**config.mk**
```make
export PLATFORM = sky130hd
export DESIGN_NAME = decimal_entry_parser_flat
export DESIGN_NICKNAME = d
export VERILOG_FILES = /design/src/rtl/decimal_entry_parser_if.sv /design/src/rtl/decimal_entry_parser.sv /design/src/flat_wrapper.sv
export SDC_FILE = /design/constraint.sdc
export NUM_CORES = 1
export LEC_CHECK = 0
export CAP_MARGIN = 30
export CORE_ASPECT_RATIO = 1.4
export CORE_UTILIZATION = 56
export CTS_CLUSTER_SIZE = 24
export DETAILED_ROUTE_END_ITERATION = 8
export GPL_ROUTABILITY_DRIVEN = 0
export HOLD_SLACK_MARGIN = 0.12
export PLACE_DENSITY = 0.89
export SYNTH_ARGS = -nofsm -noshare
export SYNTH_HDL_FRONTEND = slang
export SYNTH_SLANG_ARGS = --single-unit
```
**constraint.sdc**
```tcl
create_clock -name clk -period 5.7 [get_ports clk]
set_input_delay 1.14 -clock clk [delete_from_list [all_inputs] [get_ports clk]]
set_output_delay 1.14 -clock clk [all_outputs]
set_load 0.01 [all_outputs]
```
**src/rtl/decimal_entry_parser_if.sv**
```systemverilog
// Key-entry bus between the navigation decoder and the decimal entry parser.
// The master drives key strobes; the slave returns the buffer, status and result.
interface decimal_entry_parser_if #(
   parameter int DIGITS = 2,
   parameter int W_OUT  = 8
);
   logic                   digit_valid;
   logic [3:0]             digit_in;
   logic                   backspace;
   logic                   clear;
   logic                   commit;
   logic [DIGITS-1:0][3:0] digits;
   logic [2:0]             digit_count;
   logic                   busy;
   logic [W_OUT-1:0]       value;
   logic                   done;
   logic                   range_err;

   modport master (
      output digit_valid, digit_in, backspace, clear, commit,
      input  digits, digit_count, busy, value, done, range_err
   );

   modport slave (
      input  digit_valid, digit_in, backspace, clear, commit,
      output digits, digit_count, busy, value, done, range_err
   );
endinterface

```
**src/rtl/decimal_entry_parser.sv**
```systemverilog
// Editable decimal digit buffer with serial decimal-to-binary conversion on commit,
// followed by a range check that clamps the result into [MIN_VAL, MAX_VAL].
module decimal_entry_parser #(
   parameter int          DIGITS  = 2,
   parameter int          W_OUT   = 8,
   parameter int unsigned MIN_VAL = 1,
   parameter int unsigned MAX_VAL = 99
) (
   input logic                 clk,
   input logic                 rst_n,
   decimal_entry_parser_if.slave bus
);
   function automatic int unsigned pow10(input int n);
      int unsigned p;
      p = 1;
      for (int k = 0; k < n; k++) p = p * 10;
      return p;
   endfunction

   localparam int unsigned POW10 = pow10(DIGITS);
   localparam int          AW    = $clog2(POW10);
   localparam int          IW    = (DIGITS > 1) ? $clog2(DIGITS) : 1;

   typedef enum logic [1:0] {EDIT, CONVERT, CHECK} state_t;

   state_t                 state_q, state_d;
   logic [DIGITS-1:0][3:0] digits_q, digits_d;
   logic [2:0]             count_q, count_d;
   logic [AW-1:0]          acc_q, acc_d;
   logic [IW-1:0]          idx_q, idx_d;
   logic                   busy_q, busy_d;
   logic [W_OUT-1:0]       value_q, value_d;
   logic                   done_q, done_d;
   logic                   err_q, err_d;
   logic                   to_check, empty;
   logic [AW-1:0]          acc_step;

   // acc*10 as two shifts; every partial value stays below 10^DIGITS, so AW bits suffice
   assign acc_step = (acc_q << 3) + (acc_q << 1) + AW'(digits_q[idx_q]);

   always_comb begin
      state_d  = state_q;
      digits_d = digits_q;
      count_d  = count_q;
      acc_d    = acc_q;
      idx_d    = idx_q;
      busy_d   = busy_q;
      value_d  = value_q;
      done_d   = 1'b0;
      err_d    = err_q;
      to_check = 1'b0;
      empty    = 1'b0;
      case (state_q)
         EDIT: begin
            if (bus.clear) begin
               digits_d = '0;
               count_d  = 3'd0;
               err_d    = 1'b0;
            end else if (bus.commit) begin
               acc_d  = '0;
               busy_d = 1'b1;
               if (count_q == 3'd0) begin
                  empty    = 1'b1;
                  to_check = 1'b1;
                  state_d  = CHECK;
               end else begin
                  idx_d   = IW'(count_q - 3'd1);
                  state_d = CONVERT;
               end
            end else if (bus.backspace) begin
               if (count_q != 3'd0) begin
                  for (int k = 0; k < DIGITS - 1; k++) digits_d[k] = digits_q[k+1];
                  digits_d[DIGITS-1] = 4'h0;
                  count_d = count_q - 3'd1;
               end
            end else if (bus.digit_valid) begin
               if (bus.digit_in <= 4'd9 && count_q < 3'(DIGITS)) begin
                  for (int k = DIGITS - 1; k > 0; k--) digits_d[k] = digits_q[k-1];
                  digits_d[0] = bus.digit_in;
                  count_d = count_q + 3'd1;
               end
            end
         end
         CONVERT: begin
            acc_d = acc_step;
            idx_d = idx_q - IW'(1);
            if (idx_q == '0) begin
               to_check = 1'b1;
               state_d  = CHECK;
            end
         end
         CHECK: begin
            busy_d  = 1'b0;
            state_d = EDIT;
         end
         default: state_d = EDIT;
      endcase

      // Result is registered on entry to CHECK so done and value appear together
      if (to_check) begin
         done_d = 1'b1;
         if (empty || acc_d < AW'(MIN_VAL)) begin
            value_d = W_OUT'(MIN_VAL);
            err_d   = 1'b1;
         end else if (acc_d > AW'(MAX_VAL)) begin
            value_d = W_OUT'(MAX_VAL);
            err_d   = 1'b1;
         end else begin
            value_d = W_OUT'(acc_d);
            err_d   = 1'b0;
         end
      end
   end

   always_ff @(posedge clk or negedge rst_n) begin
      if (!rst_n) begin
         state_q  <= EDIT;
         digits_q <= '0;
         count_q  <= 3'd0;
         acc_q    <= '0;
         idx_q    <= '0;
         busy_q   <= 1'b0;
         value_q  <= W_OUT'(MIN_VAL);
         done_q   <= 1'b0;
         err_q    <= 1'b0;
      end else begin
         state_q  <= state_d;
         digits_q <= digits_d;
         count_q  <= count_d;
         acc_q    <= acc_d;
         idx_q    <= idx_d;
         busy_q   <= busy_d;
         value_q  <= value_d;
         done_q   <= done_d;
         err_q    <= err_d;
      end
   end

   assign bus.digits      = digits_q;
   assign bus.digit_count = count_q;
   assign bus.busy        = busy_q;
   assign bus.value       = value_q;
   assign bus.done        = done_q;
   assign bus.range_err   = err_q;
endmodule

```
**src/flat_wrapper.sv**
```systemverilog
// flat-port wrapper written by rule: the top's interface ports become plain ports
module decimal_entry_parser_flat 
#(
   parameter int          DIGITS  = 2,
   parameter int          W_OUT   = 8,
   parameter int unsigned MIN_VAL = 1,
   parameter int unsigned MAX_VAL = 99
)
  (clk, rst_n, bus_digit_valid, bus_digit_in, bus_backspace, bus_clear, bus_commit, bus_digits, bus_digit_count, bus_busy, bus_value, bus_done, bus_range_err);
  decimal_entry_parser_if #(.DIGITS(DIGITS), .W_OUT(W_OUT)) bus_i ();
  input logic clk;
  input logic rst_n;
  input wire logic [$bits(bus_i.digit_valid)-1:0] bus_digit_valid;
  input wire logic [$bits(bus_i.digit_in)-1:0] bus_digit_in;
  input wire logic [$bits(bus_i.backspace)-1:0] bus_backspace;
  input wire logic [$bits(bus_i.clear)-1:0] bus_clear;
  input wire logic [$bits(bus_i.commit)-1:0] bus_commit;
  output wire logic [$bits(bus_i.digits)-1:0] bus_digits;
  output wire logic [$bits(bus_i.digit_count)-1:0] bus_digit_count;
  output wire logic [$bits(bus_i.busy)-1:0] bus_busy;
  output wire logic [$bits(bus_i.value)-1:0] bus_value;
  output wire logic [$bits(bus_i.done)-1:0] bus_done;
  output wire logic [$bits(bus_i.range_err)-1:0] bus_range_err;
  assign bus_i.digit_valid = bus_digit_valid;
  assign bus_i.digit_in = bus_digit_in;
  assign bus_i.backspace = bus_backspace;
  assign bus_i.clear = bus_clear;
  assign bus_i.commit = bus_commit;
  assign bus_digits = bus_i.digits;
  assign bus_digit_count = bus_i.digit_count;
  assign bus_busy = bus_i.busy;
  assign bus_value = bus_i.value;
  assign bus_done = bus_i.done;
  assign bus_range_err = bus_i.range_err;
  decimal_entry_parser #(.DIGITS(DIGITS), .W_OUT(W_OUT), .MIN_VAL(MIN_VAL), .MAX_VAL(MAX_VAL)) u_core (.clk(clk), .rst_n(rst_n), .bus(bus_i));
endmodule
```
==> results.md <==
* Run status: complete, but fails checks
* Violated checks: design-rule violations
* Clock Skew at 0.00382 ns
* Total wirelength of the detailed-routed design at 4070 um
* Gate count after technology mapping at 177
* Most used DFF post-synth: sky130_fd_sc_hd__dfrtp_1
* Final net count at 231
* Max-cap check violation count at 0
* Die boundary width at 49.4 um
* Register-to-register setup slack at 2.24 ns
* Design internal power at 683 uW
* Number of cell instances on the worst register-to-register path at 10
* Synthesis-stage register bit count at 31
* Total power at 1.10 mW
* Arrival time of the worst setup path at 3.67 ns
* Maximum number of pins on one net before global-route repair at 32
* Post-synth EDFFs at 0
* Setup repair after global routing missed its margin: false
* Min cycle time layout at 3.46 ns
* Chip height at 68.3 um
* Routed length on met1 at 1550 um
* Filler Cell Count at 226
* IO Count at 32
* Count of cell types in the netlist at 48
* Synthesis Warnings at 0
* Area delta synth->final at 24.6%
* Antenna violations before repair at 0
* Ratio of cells with drive above 1 in the final layout at 0.105
* Origin of the critical flop-to-flop path: u_core.idx_q
* Class of the tightest hold or removal check: flop to flop
* Area taken by multi-input logic gates at 896 um^2
* Remaining number of nets flagged by the antenna check after routing at 0
* First-pass detailed-route iteration total at 6
* Routed wire length per instance at 16.5 um
* Switching power at 413 uW
* Fraction of power consumed by combinational cells at 0.450
* Relative slew slack at 0.652
* Final Cycle Share at 0.607
* Total clock buffers created by CTS at 5
* First-pass GRT wire length at 6730 um
* HP Start: u_core.bus.value[6]
* Syn nets at 200
* Average cell area after synthesis at 9.95 um^2
* Leakage power of the design at 1.04 nW
* Total half-perimeter wirelength after legalization and detailed placement at 3000 um
* Setup TNS at 0 ns
* Worst VDD drop at 0.347 mV
* Iteration-0 DRC Markers at 48
* Final count of hold timing violations at 0
* Starting Density at 0.600
* Worst Hold Path Cells at 1
* Buffers from clock root to sink, at most at 2
* Least setup slack across all paths after layout at 2.24 ns
* Residual DRC count at 1
* Global router's overall resource usage at 0.279
* Highest routed layer: met4
* Proportion of power drawn by flip-flops and latches at 0.343
* Async set-reset flop share out of synthesis at 1.00
* Clock network latency to the later pin of the worst-skew pair at 0.29 ns
* Max Freq at 0.289 GHz
* Setup violations, final at 0
* Destination of the worst register-to-register timing path: u_core.bus.range_err
* Die Area at 3370 um^2
* Crit path max fanout at 8
* P per Cell Area at 500 nW/um^2
* Detailed route wirelength on metal2 at 2200 um
* Remaining global-route overflow at 0
* Library cell used as clock root buffer: sky130_fd_sc_hd__clkbuf_8
* Ant. Diodes at 0
* Sink count of the clock tree at 31
* Port Buffers at 30
* TritonCTS clock tree: done
* Number of vias per cell after detailed routing at 5.77
* FP Rows at 23
* Number of hold-repair buffers added at the cts stage at 0
* Slew at the pin closest to its max-slew limit at 0.520 ns
* Kind of capture point of the worst setup path: flop
* Endpoint with the worst hold slack: u_core.bus.value[6]
* FF+latch area at 777 um^2
* Total vias in the final route at 1419
* Net Sw Frac at 0.377
* Pins Over Slew Limit at 0
* Post-CTS Resized at 0
* Layout Utilization at 0.747
* Category of the worst setup path launch point: flop
* Number of buffers inserted by post-CTS setup repair at 0
* Count of H-tree levels built during CTS at 2
* Relative contribution of the clock network to total power at 0.206
* Required time of the critical path at 5.91 ns
* Number of global-route vias before repair at 1505
* DP Worst Slack at 2.23 ns
* Clock-pin slew reported for the worst setup and hold paths after clock tree synthesis at 0.07 ns
* Placeable Area at 2940 um^2
* Total met3 wirelength after detailed routing at 195 um
* Synth Cell Area at 1760 um^2
* Seq/Total Area, Yosys at 0.441
* Setup CP Type: flop to flop
* Worst slack on hold paths at 0.511 ns
[synth_stat cells, drive strengths merged, types with 2 or more instances]
cell type / instances / area share
dfrtp: 30 / 0.43
nand2: 26 / 0.055
o21ai: 13 / 0.039
ha: 11 / 0.078
inv: 11 / 0.023
nor2: 10 / 0.021
a21oi: 6 / 0.017
a31oi: 6 / 0.021
mux2i: 6 / 0.034
o31ai: 6 / 0.026
buf: 4 / 0.018
clkbuf: 4 / 0.0085
a21o: 3 / 0.013
a22o: 3 / 0.015
mux2: 3 / 0.019
xnor2: 3 / 0.015
a211oi: 2 / 0.011
fa: 2 / 0.023
nand2b: 2 / 0.0071
nand3: 2 / 0.0057
nor2b: 2 / 0.011
xor2: 2 / 0.010
[metrics by stage]
| stage | cell area [um^2] | instances |
|---|---|---|
| after floorplan | 1760 | 177 |
| after global placement | 2070 | 237 |
| after detailed placement | 2080 | 238 |
| after CTS | 2190 | 246 |
| after global routing | 2190 | 246 |
| final | 2190 | 246 |
[power groups by stage]
stage	sequential [mW]	clock, mW	combinational (mW)
floorplan	0.372	0	0.305
global placement	0.373	0	0.462
detailed placement	0.380	0	0.486
CTS	0.377	0.229	0.495
global route	0.389	0.240	0.545
finish	0.376	0.226	0.493
[cell usage in the layout (no fill, tap or decap), types with 2 or more instances in the layout]
cell type	Yosys	final
sky130_fd_sc_hd__xor2_1	2	2
sky130_fd_sc_hd__inv_2	2	2
sky130_fd_sc_hd__ha_1	11	11
sky130_fd_sc_hd__nand3_1	2	2
sky130_fd_sc_hd__o21ai_0	12	11
sky130_fd_sc_hd__a22o_1	3	3
sky130_fd_sc_hd__xnor2_1	3	3
sky130_fd_sc_hd__dfrtp_1	30	30
sky130_fd_sc_hd__clkbuf_8	0	6
sky130_fd_sc_hd__clkdlybuf4s50_1	0	30
sky130_fd_sc_hd__mux2i_1	6	6
sky130_fd_sc_hd__a21oi_1	6	6
sky130_fd_sc_hd__inv_1	9	9
sky130_fd_sc_hd__a31oi_1	6	6
sky130_fd_sc_hd__nand2_1	26	26
sky130_fd_sc_hd__buf_4	2	2
sky130_fd_sc_hd__o31ai_1	6	6
sky130_fd_sc_hd__fa_1	2	2
sky130_fd_sc_hd__a21o_1	3	3
sky130_fd_sc_hd__nand2b_1	2	2
sky130_fd_sc_hd__nor2_1	10	10
sky130_fd_sc_hd__mux2_2	3	3
[area by class of cell]
cell class / instances / share of cell area
tap: 37 / 0.0211
clock inverter: 2 / 0.0160
sequential: 31 / 0.354
timing repair buffer: 32 / 0.144
multi-input combinational: 127 / 0.408
clock buffer: 6 / 0.0376
inverter: 11 / 0.0188
[cell families (layout without fill, tap and decap cells)]
logic type	Yosys count	count (layout)	synth area share
xor gates and xnor gates	5	5	0.0249
AOI/OAI and AO/OA	48	48	0.188
adders and majority gates	13	13	0.101
muxes	9	9	0.0533
DFF	31	31	0.441
and+or+nand+nor	51	51	0.139
buffers and inverters	19	51	0.0497
other	1	1	0.00213
[worst max-delay path, cell delays in order, from the launching register on]
cell	delay, ns
sky130_fd_sc_hd__dfrtp_1	0.54
sky130_fd_sc_hd__mux2_2	0.39
sky130_fd_sc_hd__fa_1	0.51
sky130_fd_sc_hd__inv_1	0.07
sky130_fd_sc_hd__fa_1	0.41
sky130_fd_sc_hd__nand2b_1	0.19
sky130_fd_sc_hd__a32o_1	0.28
sky130_fd_sc_hd__a211oi_2	0.26
sky130_fd_sc_hd__nand3_1	0.10
sky130_fd_sc_hd__or4b_1	0.47
sky130_fd_sc_hd__a31oi_1	0.16
[how the worst max path moves through the flow]
stage | from | cells after the start | endpoint | slack [ns]
detailed placement | u_core.idx_q | 10 | u_core.bus.range_err | 2.23
finish | u_core.idx_q | 10 | u_core.bus.range_err | 2.24
floorplan | u_core.idx_q | 11 | u_core.bus.range_err | 2.42
global placement | bus_backspace | 6 | u_core.bus.digit_count[2] | 2.22
global route | u_core.idx_q | 10 | u_core.bus.range_err | 2.05
CTS | u_core.idx_q | 10 | u_core.bus.range_err | 2.24
[state kept, by name (all words and copies together) (netlist names)]
name / flops
u_core.bus.done: 1
u_core.idx_q: 1
u_core.bus.digits: 8
u_core.state_q: 2
u_core.bus.range_err: 1
u_core.bus.busy: 1
u_core.acc_q: 7
u_core.bus.value: 7
u_core.bus.digit_count: 3
[metal layers]
layer  global-route usage  up-vias
met2                0.529       50
met1                0.283      678
li1                     -      682
met3               0.0533        9
met5                    0        -
met4                0.168        0
(Power assumes the default switching activity.)
